`src/rtl/gshare_branch_predictor_pkg.sv`:
```
// bpb_pkg: counter constants, saturating update and table indexing shared by the predictor.
package bpb_pkg;
    typedef logic [3:0]  ctr_t;
    typedef logic [15:0] idx_t;
    function automatic ctr_t ctr_wt(int w);
        return ctr_t'(1 << (w - 1));
    endfunction
    function automatic ctr_t ctr_wn(int w);
        return ctr_wt(w) - 4'd1;
    endfunction
    function automatic ctr_t ctr_max(int w);
        return ctr_t'((1 << w) - 1);
    endfunction
    function automatic ctr_t sat_update(ctr_t ctr, logic taken, ctr_t max);
        return taken ? (ctr == max ? ctr : ctr + 4'd1) : (ctr == 4'd0 ? ctr : ctr - 4'd1);
    endfunction
    function automatic idx_t bpb_index(idx_t pc, idx_t ghr, bit gshare);
        return gshare ? pc ^ ghr : pc;
    endfunction
endpackage

```
`src/rtl/gshare_branch_predictor_if.sv`:
```
// gshare_branch_predictor_if: dispatch lookup and CDB resolution signals of the predictor.
interface gshare_branch_predictor_if #(parameter int IDX_W = 3, parameter int HIST_W = 3);
    logic              Dis_BpbBranch;
    logic [IDX_W-1:0]  Dis_BpbBranchPCBits;
    logic              Bpb_BranchPrediction;
    logic [HIST_W-1:0] Bpb_GhrSnapshot;
    logic              Dis_CdbUpdBranch;
    logic [IDX_W-1:0]  Dis_CdbUpdBranchAddr;
    logic [HIST_W-1:0] Dis_CdbUpdGhr;
    logic              Dis_CdbBranchOutcome;
    logic              Dis_CdbMispredict;
    modport master (
        output Dis_BpbBranch, Dis_BpbBranchPCBits, Dis_CdbUpdBranch, Dis_CdbUpdBranchAddr,
               Dis_CdbUpdGhr, Dis_CdbBranchOutcome, Dis_CdbMispredict,
        input  Bpb_BranchPrediction, Bpb_GhrSnapshot
    );
    modport slave (
        input  Dis_BpbBranch, Dis_BpbBranchPCBits, Dis_CdbUpdBranch, Dis_CdbUpdBranchAddr,
               Dis_CdbUpdGhr, Dis_CdbBranchOutcome, Dis_CdbMispredict,
        output Bpb_BranchPrediction, Bpb_GhrSnapshot
    );
endinterface

```
`src/rtl/gshare_branch_predictor_ghr.sv`:
```
// bpb_ghr: speculative global history; mispredict restore from the returned snapshot beats dispatch shift.
module bpb_ghr #(parameter int HIST_W = 3) (
    input  logic              i_clk,
    input  logic              i_rst,
    input  logic              i_shift,
    input  logic              i_shift_bit,
    input  logic              i_restore,
    input  logic [HIST_W-1:0] i_restore_ghr,
    input  logic              i_restore_bit,
    output logic [HIST_W-1:0] o_ghr
);
    logic [HIST_W-1:0] r_ghr, w_next;
    // Truncating {hist, bit} drops the oldest bit and also covers HIST_W=1.
    always_comb w_next = i_restore ? HIST_W'({i_restore_ghr, i_restore_bit})
                       : i_shift   ? HIST_W'({r_ghr, i_shift_bit}) : r_ghr;
    always_ff @(posedge i_clk or posedge i_rst)
        if (i_rst) r_ghr <= '0;
        else r_ghr <= w_next;
    assign o_ghr = r_ghr;
endmodule

```
`src/rtl/gshare_branch_predictor.sv`:
```
// gshare_branch_predictor: saturating-counter table with optional gshare indexing and GHR repair.
module gshare_branch_predictor import bpb_pkg::*; #(
    parameter int IDX_W  = 3,
    parameter int CTR_W  = 2,
    parameter int HIST_W = 3,
    parameter bit GSHARE = 1'b1
) (
    input logic i_clk,
    input logic i_rst,
    gshare_branch_predictor_if.slave bpb
);
    localparam int   DEPTH = 1 << IDX_W;
    localparam ctr_t WT    = ctr_wt(CTR_W);
    localparam ctr_t WN    = ctr_wn(CTR_W);
    localparam ctr_t MAX   = ctr_max(CTR_W);
    logic [CTR_W-1:0]  r_tbl [DEPTH];
    logic [HIST_W-1:0] w_ghr;
    logic [IDX_W-1:0]  w_lidx, w_uidx;
    assign w_lidx = IDX_W'(bpb_index(idx_t'(bpb.Dis_BpbBranchPCBits), idx_t'(w_ghr), GSHARE));
    // Update index comes from the snapshot that travelled with the branch, not the live GHR.
    assign w_uidx = IDX_W'(bpb_index(idx_t'(bpb.Dis_CdbUpdBranchAddr), idx_t'(bpb.Dis_CdbUpdGhr), GSHARE));
    assign bpb.Bpb_BranchPrediction = bpb.Dis_BpbBranch & r_tbl[w_lidx][CTR_W-1];
    assign bpb.Bpb_GhrSnapshot      = w_ghr;
    always_ff @(posedge i_clk or posedge i_rst)
        if (i_rst) for (int i = 0; i < DEPTH; i++) r_tbl[i] <= i[0] ? CTR_W'(WT) : CTR_W'(WN);
        else if (bpb.Dis_CdbUpdBranch)
            r_tbl[w_uidx] <= CTR_W'(sat_update(ctr_t'(r_tbl[w_uidx]), bpb.Dis_CdbBranchOutcome, MAX));
    bpb_ghr #(.HIST_W(HIST_W)) u_ghr (
        .i_clk         (i_clk),
        .i_rst         (i_rst),
        .i_shift       (bpb.Dis_BpbBranch),
        .i_shift_bit   (bpb.Bpb_BranchPrediction),
        .i_restore     (bpb.Dis_CdbUpdBranch & bpb.Dis_CdbMispredict),
        .i_restore_ghr (bpb.Dis_CdbUpdGhr),
        .i_restore_bit (bpb.Dis_CdbBranchOutcome),
        .o_ghr         (w_ghr)
    );
endmodule
```
`src/flat_wrapper.sv`:
```
// flat-port wrapper written by rule: the top's interface ports become plain ports
module gshare_branch_predictor_flat import bpb_pkg::*;
#(
    parameter int IDX_W  = 3,
    parameter int CTR_W  = 2,
    parameter int HIST_W = 3,
    parameter bit GSHARE = 1'b1
)
  (i_clk, i_rst, bpb_Dis_BpbBranch, bpb_Dis_BpbBranchPCBits, bpb_Dis_CdbUpdBranch, bpb_Dis_CdbUpdBranchAddr, bpb_Dis_CdbUpdGhr, bpb_Dis_CdbBranchOutcome, bpb_Dis_CdbMispredict, bpb_Bpb_BranchPrediction, bpb_Bpb_GhrSnapshot);
  gshare_branch_predictor_if #(.IDX_W(IDX_W), .HIST_W(HIST_W)) bpb_i ();
  input logic i_clk;
  input logic i_rst;
  input wire logic [$bits(bpb_i.Dis_BpbBranch)-1:0] bpb_Dis_BpbBranch;
  input wire logic [$bits(bpb_i.Dis_BpbBranchPCBits)-1:0] bpb_Dis_BpbBranchPCBits;
  input wire logic [$bits(bpb_i.Dis_CdbUpdBranch)-1:0] bpb_Dis_CdbUpdBranch;
  input wire logic [$bits(bpb_i.Dis_CdbUpdBranchAddr)-1:0] bpb_Dis_CdbUpdBranchAddr;
  input wire logic [$bits(bpb_i.Dis_CdbUpdGhr)-1:0] bpb_Dis_CdbUpdGhr;
  input wire logic [$bits(bpb_i.Dis_CdbBranchOutcome)-1:0] bpb_Dis_CdbBranchOutcome;
  input wire logic [$bits(bpb_i.Dis_CdbMispredict)-1:0] bpb_Dis_CdbMispredict;
  output wire logic [$bits(bpb_i.Bpb_BranchPrediction)-1:0] bpb_Bpb_BranchPrediction;
  output wire logic [$bits(bpb_i.Bpb_GhrSnapshot)-1:0] bpb_Bpb_GhrSnapshot;
  assign bpb_i.Dis_BpbBranch = bpb_Dis_BpbBranch;
  assign bpb_i.Dis_BpbBranchPCBits = bpb_Dis_BpbBranchPCBits;
  assign bpb_i.Dis_CdbUpdBranch = bpb_Dis_CdbUpdBranch;
  assign bpb_i.Dis_CdbUpdBranchAddr = bpb_Dis_CdbUpdBranchAddr;
  assign bpb_i.Dis_CdbUpdGhr = bpb_Dis_CdbUpdGhr;
  assign bpb_i.Dis_CdbBranchOutcome = bpb_Dis_CdbBranchOutcome;
  assign bpb_i.Dis_CdbMispredict = bpb_Dis_CdbMispredict;
  assign bpb_Bpb_BranchPrediction = bpb_i.Bpb_BranchPrediction;
  assign bpb_Bpb_GhrSnapshot = bpb_i.Bpb_GhrSnapshot;
  gshare_branch_predictor #(.IDX_W(IDX_W), .CTR_W(CTR_W), .HIST_W(HIST_W), .GSHARE(GSHARE)) u_core (.i_clk(i_clk), .i_rst(i_rst), .bpb(bpb_i));
endmodule
```
`config.mk`:
```
export PLATFORM = sky130hd
export DESIGN_NAME = gshare_branch_predictor_flat
export DESIGN_NICKNAME = d
export VERILOG_FILES = /design/src/rtl/gshare_branch_predictor_pkg.sv /design/src/rtl/gshare_branch_predictor_if.sv /design/src/rtl/gshare_branch_predictor_ghr.sv /design/src/rtl/gshare_branch_predictor.sv /design/src/flat_wrapper.sv
export SDC_FILE = /design/constraint.sdc
export NUM_CORES = 1
export LEC_CHECK = 0
export BUFFER_PORTS_ARGS = -buffer_cell sky130_fd_sc_hd__buf_2
export CAP_MARGIN = 25
export CELL_PAD_IN_SITES_DETAIL_PLACEMENT = 0
export CELL_PAD_IN_SITES_GLOBAL_PLACEMENT = 2
export CORE_MARGIN = 3
export CORE_UTILIZATION = 33
export DETAILED_ROUTE_END_ITERATION = 8
export PLACE_DENSITY_LB_ADDON = 0.1
export SLEW_MARGIN = 20
export SYNTH_ARGS = -nofsm -noshare
export SYNTH_HDL_FRONTEND = slang
export SYNTH_SLANG_ARGS = --single-unit
```
`constraint.sdc`:
```
create_clock -name i_clk -period 2 [get_ports i_clk]
set_input_delay 0.3 -clock i_clk [delete_from_list [all_inputs] [get_ports i_clk]]
set_output_delay 0.3 -clock i_clk [all_outputs]
set_load 0.05 [all_outputs]
```
# After elaboration in Yosys (flattened, before gate mapping)
# Index checks and enable logic that the tools add are counted.
dict set report word_totals {
  out_inout_bits 4
  n_memories 0
  latchBits 0
  regBits 19
  wordCells 38
  mem_bits_rw 0
  rom_bits 0
}
dict set report op_classes {
  n_mul 0
  n_eq_ne 1
  n_shift 0
  muxes 14
  add_sub_neg 2
  bitwise_logic 6
  n_reduce_logical 3
  div 0
  order_cmp 3
}
# op count
set op_table {}
lappend op_table {{16-bit bitwise mux} 1}
lappend op_table {{2-bit 2-to-1 mux} 8}
lappend op_table {{2-bit binary-select mux with 3-bit select} 2}
lappend op_table {{4-bit >= comparator, second input constant} 2}
lappend op_table {{3-bit NOT with 4-bit output} 2}
lappend op_table {{2-bit demux with 3-bit select} 1}
lappend op_table {{3-bit 2-to-1 mux} 2}
lappend op_table {{3-bit XOR} 2}
lappend op_table {{4-bit by 1-bit < comparator with 1-bit output, second input constant} 1}
lappend op_table {{2-bit by 1-bit adder with 2-bit output, second input constant} 1}
lappend op_table {{1-bit bitwise AND} 2}
lappend op_table {{2-bit == test, second input constant} 1}
lappend op_table {{2-bit logical NOT} 1}
lappend op_table {{2-bit nonzero test} 1}
lappend op_table {{2-bit by 1-bit subtractor with 2-bit output, second input constant} 1}
lappend op_table {{1-bit logical AND} 1}

# Longest topological paths before layout
dict set report logic_depth {
  word_depth 9
  depth_mapped 5
}

# Cells and area by module
# A second synthesis with hierarchy kept.
dict set report hier_totals {
  cells_unflattened 80
  hier_area_um2 1067.3
}
# mod seq_area_each_um2 n_inst area_each_um2 cells_per_inst
set modules_own_cells {}
lappend modules_own_cells {gshare_branch_predictor 410.4 1 932.1 67}
lappend modules_own_cells {bpb_ghr 75.1 1 135.1 13}

# Worst setup path after synthesis
# Ideal clock, no wire load.
dict set report synth_path {
  path_type {reg-to-output}
  from {register u_core.u_ghr.r_ghr[0] (netlist: u_core.u_ghr.o_ghr[0])}
  to {output port bpb_Bpb_BranchPrediction}
  path_stages_with_launch 5
  arrival_ps 2015
  setup_slack_ps -315
  n_path_buf 0
  path_cell_list {dfrtp_1 > xor2_1 > mux4_2 > mux2i_1 > nor2b_1}
}
dict set report synth_between {
  elab_chain_len 6
}
# element line_no
set synth_rtl {}
lappend synth_rtl {{start: declaration} gshare_branch_predictor_ghr.sv:12} ;# logic [HIST_W-1:0] r_ghr, w_next;
lappend synth_rtl {{start signal: assignment} gshare_branch_predictor_ghr.sv:18} ;# else r_ghr <= w_next;
lappend synth_rtl {{3-bit XOR} gshare_branch_predictor_pkg.sv:18} ;# return gshare ? pc ^ ghr : pc;
lappend synth_rtl {{3-bit NOT with 4-bit output (not written as such)} gshare_branch_predictor.sv:22} ;# assign bpb.Bpb_BranchPrediction = bpb.Dis_BpbBranch & r_tbl[w_lidx][CTR_W-1];
lappend synth_rtl {{2-bit binary-select mux with 3-bit select} gshare_branch_predictor.sv:22}
lappend synth_rtl {{2-bit 2-to-1 mux (not written as such) (2 in a row)} gshare_branch_predictor.sv:22}
lappend synth_rtl {{1-bit bitwise AND} gshare_branch_predictor.sv:22}
lappend synth_rtl {{end: declaration} flat_wrapper.sv:20} ;# output wire logic [$bits(bpb_i.Bpb_BranchPrediction)-1:0] bpb_Bpb_BranchPrediction;
# No other way between the ends. The select of a mux whose other input is x is not followed.

# Final worst setup path
# Ends and elaborated chain as after synthesis.

==> run_results.csv <==
group,metric,value,unit
timing,timing.final.crit_period,2200,ps
cts,numCtsBuffers,3,
floorplanning,core,2900,µm²
global_route,grt_antenna_before_repair,0,
flow_run,drv_cap,0,
floorplanning,initial_utilization,36.6,%
final_layout,final_core_util,46.8,%
global_route,track_usage,12.0,%
cts,clock_sinks,19,
logic_synthesis,netlist_area,1060,µm²
timing,holdWs,87.8,ps
power,peakVddDrop,0.000578,V
placement,place_area,1290,µm²
placement,dpl.hpwl,1.76,mm
detailed_routing,vias_per_cell,4.71,
detailed_routing,routed_wl,2.17,mm
worst_hold_path,hold_path.class,"in -> async",
logic_synthesis,netlist_instances,79,
power,p_total,1.76,mW
timing,drv_slew,0,
outcome,violations,"setup timing",
critical_path,reg2reg_from,"u_core.r_tbl[11]$_DFFE_PP0P_",
power,p_leak,0.595,nW
cts,clk_pin_slew,120,ps
floorplanning,die_w,62.7,µm
timing,worst_pin_slew,725,ps
global_route,grt_pass1_vias,780,
timing,hold_viol,0,
logic_synthesis,avgSynthCellArea,13.4,µm²
global_route,overflow,0,
final_layout,drive_above_1_share,62.4,%
timing,final.setup.tns,-197,ps
cts,hold_buffers,0,
placement,place_congestion,0.684,
timing,relSlewSlack,51.6,%
critical_path,r2r_cells,4,
cts,cts_buffer_depth,2,
detailed_routing,wl_per_cell,14.4,µm
detailed_routing,ant_nets,0,
timing,fmax,0.455,GHz
critical_path,required,1700,ps
timing,setup_slack,-197,ps
timing,setup_viol_count_final,1,
critical_path,rrSetupSlack,50,ps
floorplanning,boundaryPins,19,
floorplanning,row_count,19,
cts,cts_root_buffer,"clkbuf_4",
critical_path,r2r-end,"u_core.r_tbl[7]$_DFFE_PP0P_",
timing,finClkSkew,7.65,ps
final_layout,fin_nets,125,
timing,rsz0062_at_grt,"true",
detailed_routing,vias,711,
final_layout,diodes,0,
cts,h-tree-depth,1,
detailed_routing,drt_pass1_iterations,3,
logic_synthesis,synth.distinct_cells,19,
global_route,grt_pass1_wl,3.68,mm
logic_synthesis,seq_area_frac_synth,45.8,%
final_layout,postLayoutCellArea,1360,µm²
power,p_per_area,1300,nW/µm²
critical_path,crit_start,"u_core.u_ghr.o_ghr[0]$_DFFE_PP0P_",
placement,io_buffers,18,
logic_synthesis,yosysWarnings,0,
critical_path,critPathKind,"reg -> out",
timing,final.period_utilization,110,%
cts,clock_latency,310,ps
floorplanning,die_h,62.7,µm
detailed_routing,remaining_drc_errors,0,
logic_synthesis,ys_ff_latch,19,
critical_path,arrival,1900,ps
detailed_routing,drtIter0Drc,17,
cts,cts_tree,"done",
critical_path,crit_path_end_kind,"output pin",
global_route,grt_max_degree,20,
outcome,status,"finished, violations left",
logic_synthesis,syn-num-nets,94,
critical_path,critPathMaxFanout,2,
final_layout,area_delta_synth_final,27.9,%
floorplanning,dieArea,3930,µm²
critical_path,critPathLaunchType,"flop",
==> metrics by stage <==
stage | std cells | worst slack [ps]
finish | 151 | -197
floorplan | 79 | -111
detailed placement | 146 | -348
global route | 151 | -290
CTS | 152 | -226
global placement | 146 | -331
==> state kept, by name, indices dropped and copies added, names as in the netlist <==
name / flops
u_core.r_tbl: 16
u_core.u_ghr.o_ghr: 3
==> where the power goes <==
part / total, mW / leakage [nW] / internal [mW] / switching (mW)
Clock: 0.208 / 0.0139 / 0.0762 / 0.132
Combinational: 0.814 / 0.363 / 0.454 / 0.360
Sequential: 0.742 / 0.218 / 0.620 / 0.122
Total: 1.76 / 0.595 / 1.15 / 0.614
==> cell usage in the layout (no fill, tap or decap), types with 2 or more instances in the layout <==
cell type	instances
dfrtp_1	10
xor2_4	2
nand3_1	2
buf_2	15
buf_6	2
clkbuf_4	3
mux2_2	15
mux4_2	6
inv_1	3
a21oi_1	2
dfstp_2	8
mux2_4	3
maj3_2	2
nor2b_1	2
nand2_1	7
nor2_1	4
xor2_1	3
buf_4	8
mux2i_1	4
==> layout make-up <==
class / instances / area, µm²
clock buffer: 3 / 22.5
inverter: 3 / 11.3
clock inverter: 1 / 7.51
sequential: 19 / 487
fill: 277 / 1540
multi-input combinational: 57 / 604
timing repair buffer: 26 / 173
tap: 42 / 52.6
==> layer usage <==
layer	track usage, %	up-vias	routed length [µm]
met2	18.5	12	1030
met1	16.3	349	1030
met4	3.31	0	17
met3	3.78	2	93
met5	0	-	0
li1	-	348	-
==> cells in the mapped netlist <==
master   instances  area share (%)
mux2_2          18              19
dfrtp_1         11              26
dfstp_2          8              20
nand2_1          7             2.5
mux4_2           5              11
mux2i_1          4             3.8
nor2_1           4             1.4
xor2_1           4             3.3
inv_1            3             1.1
nor2b_1          3             1.8
a21oi_1          2            0.94
maj3_2           2             2.1
nand3_1          2            0.94
and2_1           1            0.59
mux4_1           1             2.5
o21ai_0          1            0.47
o22a_1           1            0.83
xnor2_1          1            0.83
xor2_2           1             1.5
==> repair_timing <==
item | CTS | global route
resized for setup | 2 | 7
setup endpoints to repair | 5 | 9
pin swaps | 2 | 2
setup buffers | 2 | 1
==> worst max-delay path: stages (launching register included) <==
cell and delay (ps):
dfrtp_2 430, xor2_1 150, buf_4 150, mux4_2 480, mux2i_1 160, nor2b_2 70
buf_6 150
==> cell families (layout without fill, tap and decap cells) <==
family | count (synthesis) | in the layout | synth area share (%)
fa+ha+maj | 2 | 2 | 2.12
simple gates | 17 | 17 | 7.19
mux | 28 | 28 | 36.0
compound gates | 4 | 4 | 2.24
flops | 19 | 19 | 45.8
xor+xnor | 6 | 6 | 5.66
buf+inv | 3 | 33 | 1.06
==> worst max-delay path by stage <==
stage / slack, ps / end / depth (start not counted)
floorplan: -110 / u_core.r_tbl[11]$_DFFE_PP0P_ / 5
CTS: -230 / bpb_Bpb_BranchPrediction / 6
detailed placement: -350 / u_core.r_tbl[11]$_DFFE_PP0P_ / 6
finish: -200 / bpb_Bpb_BranchPrediction / 6
global placement: -330 / u_core.r_tbl[3]$_DFFE_PP0P_ / 6
global route: -290 / bpb_Bpb_BranchPrediction / 6
(Power assumes the default switching activity.)
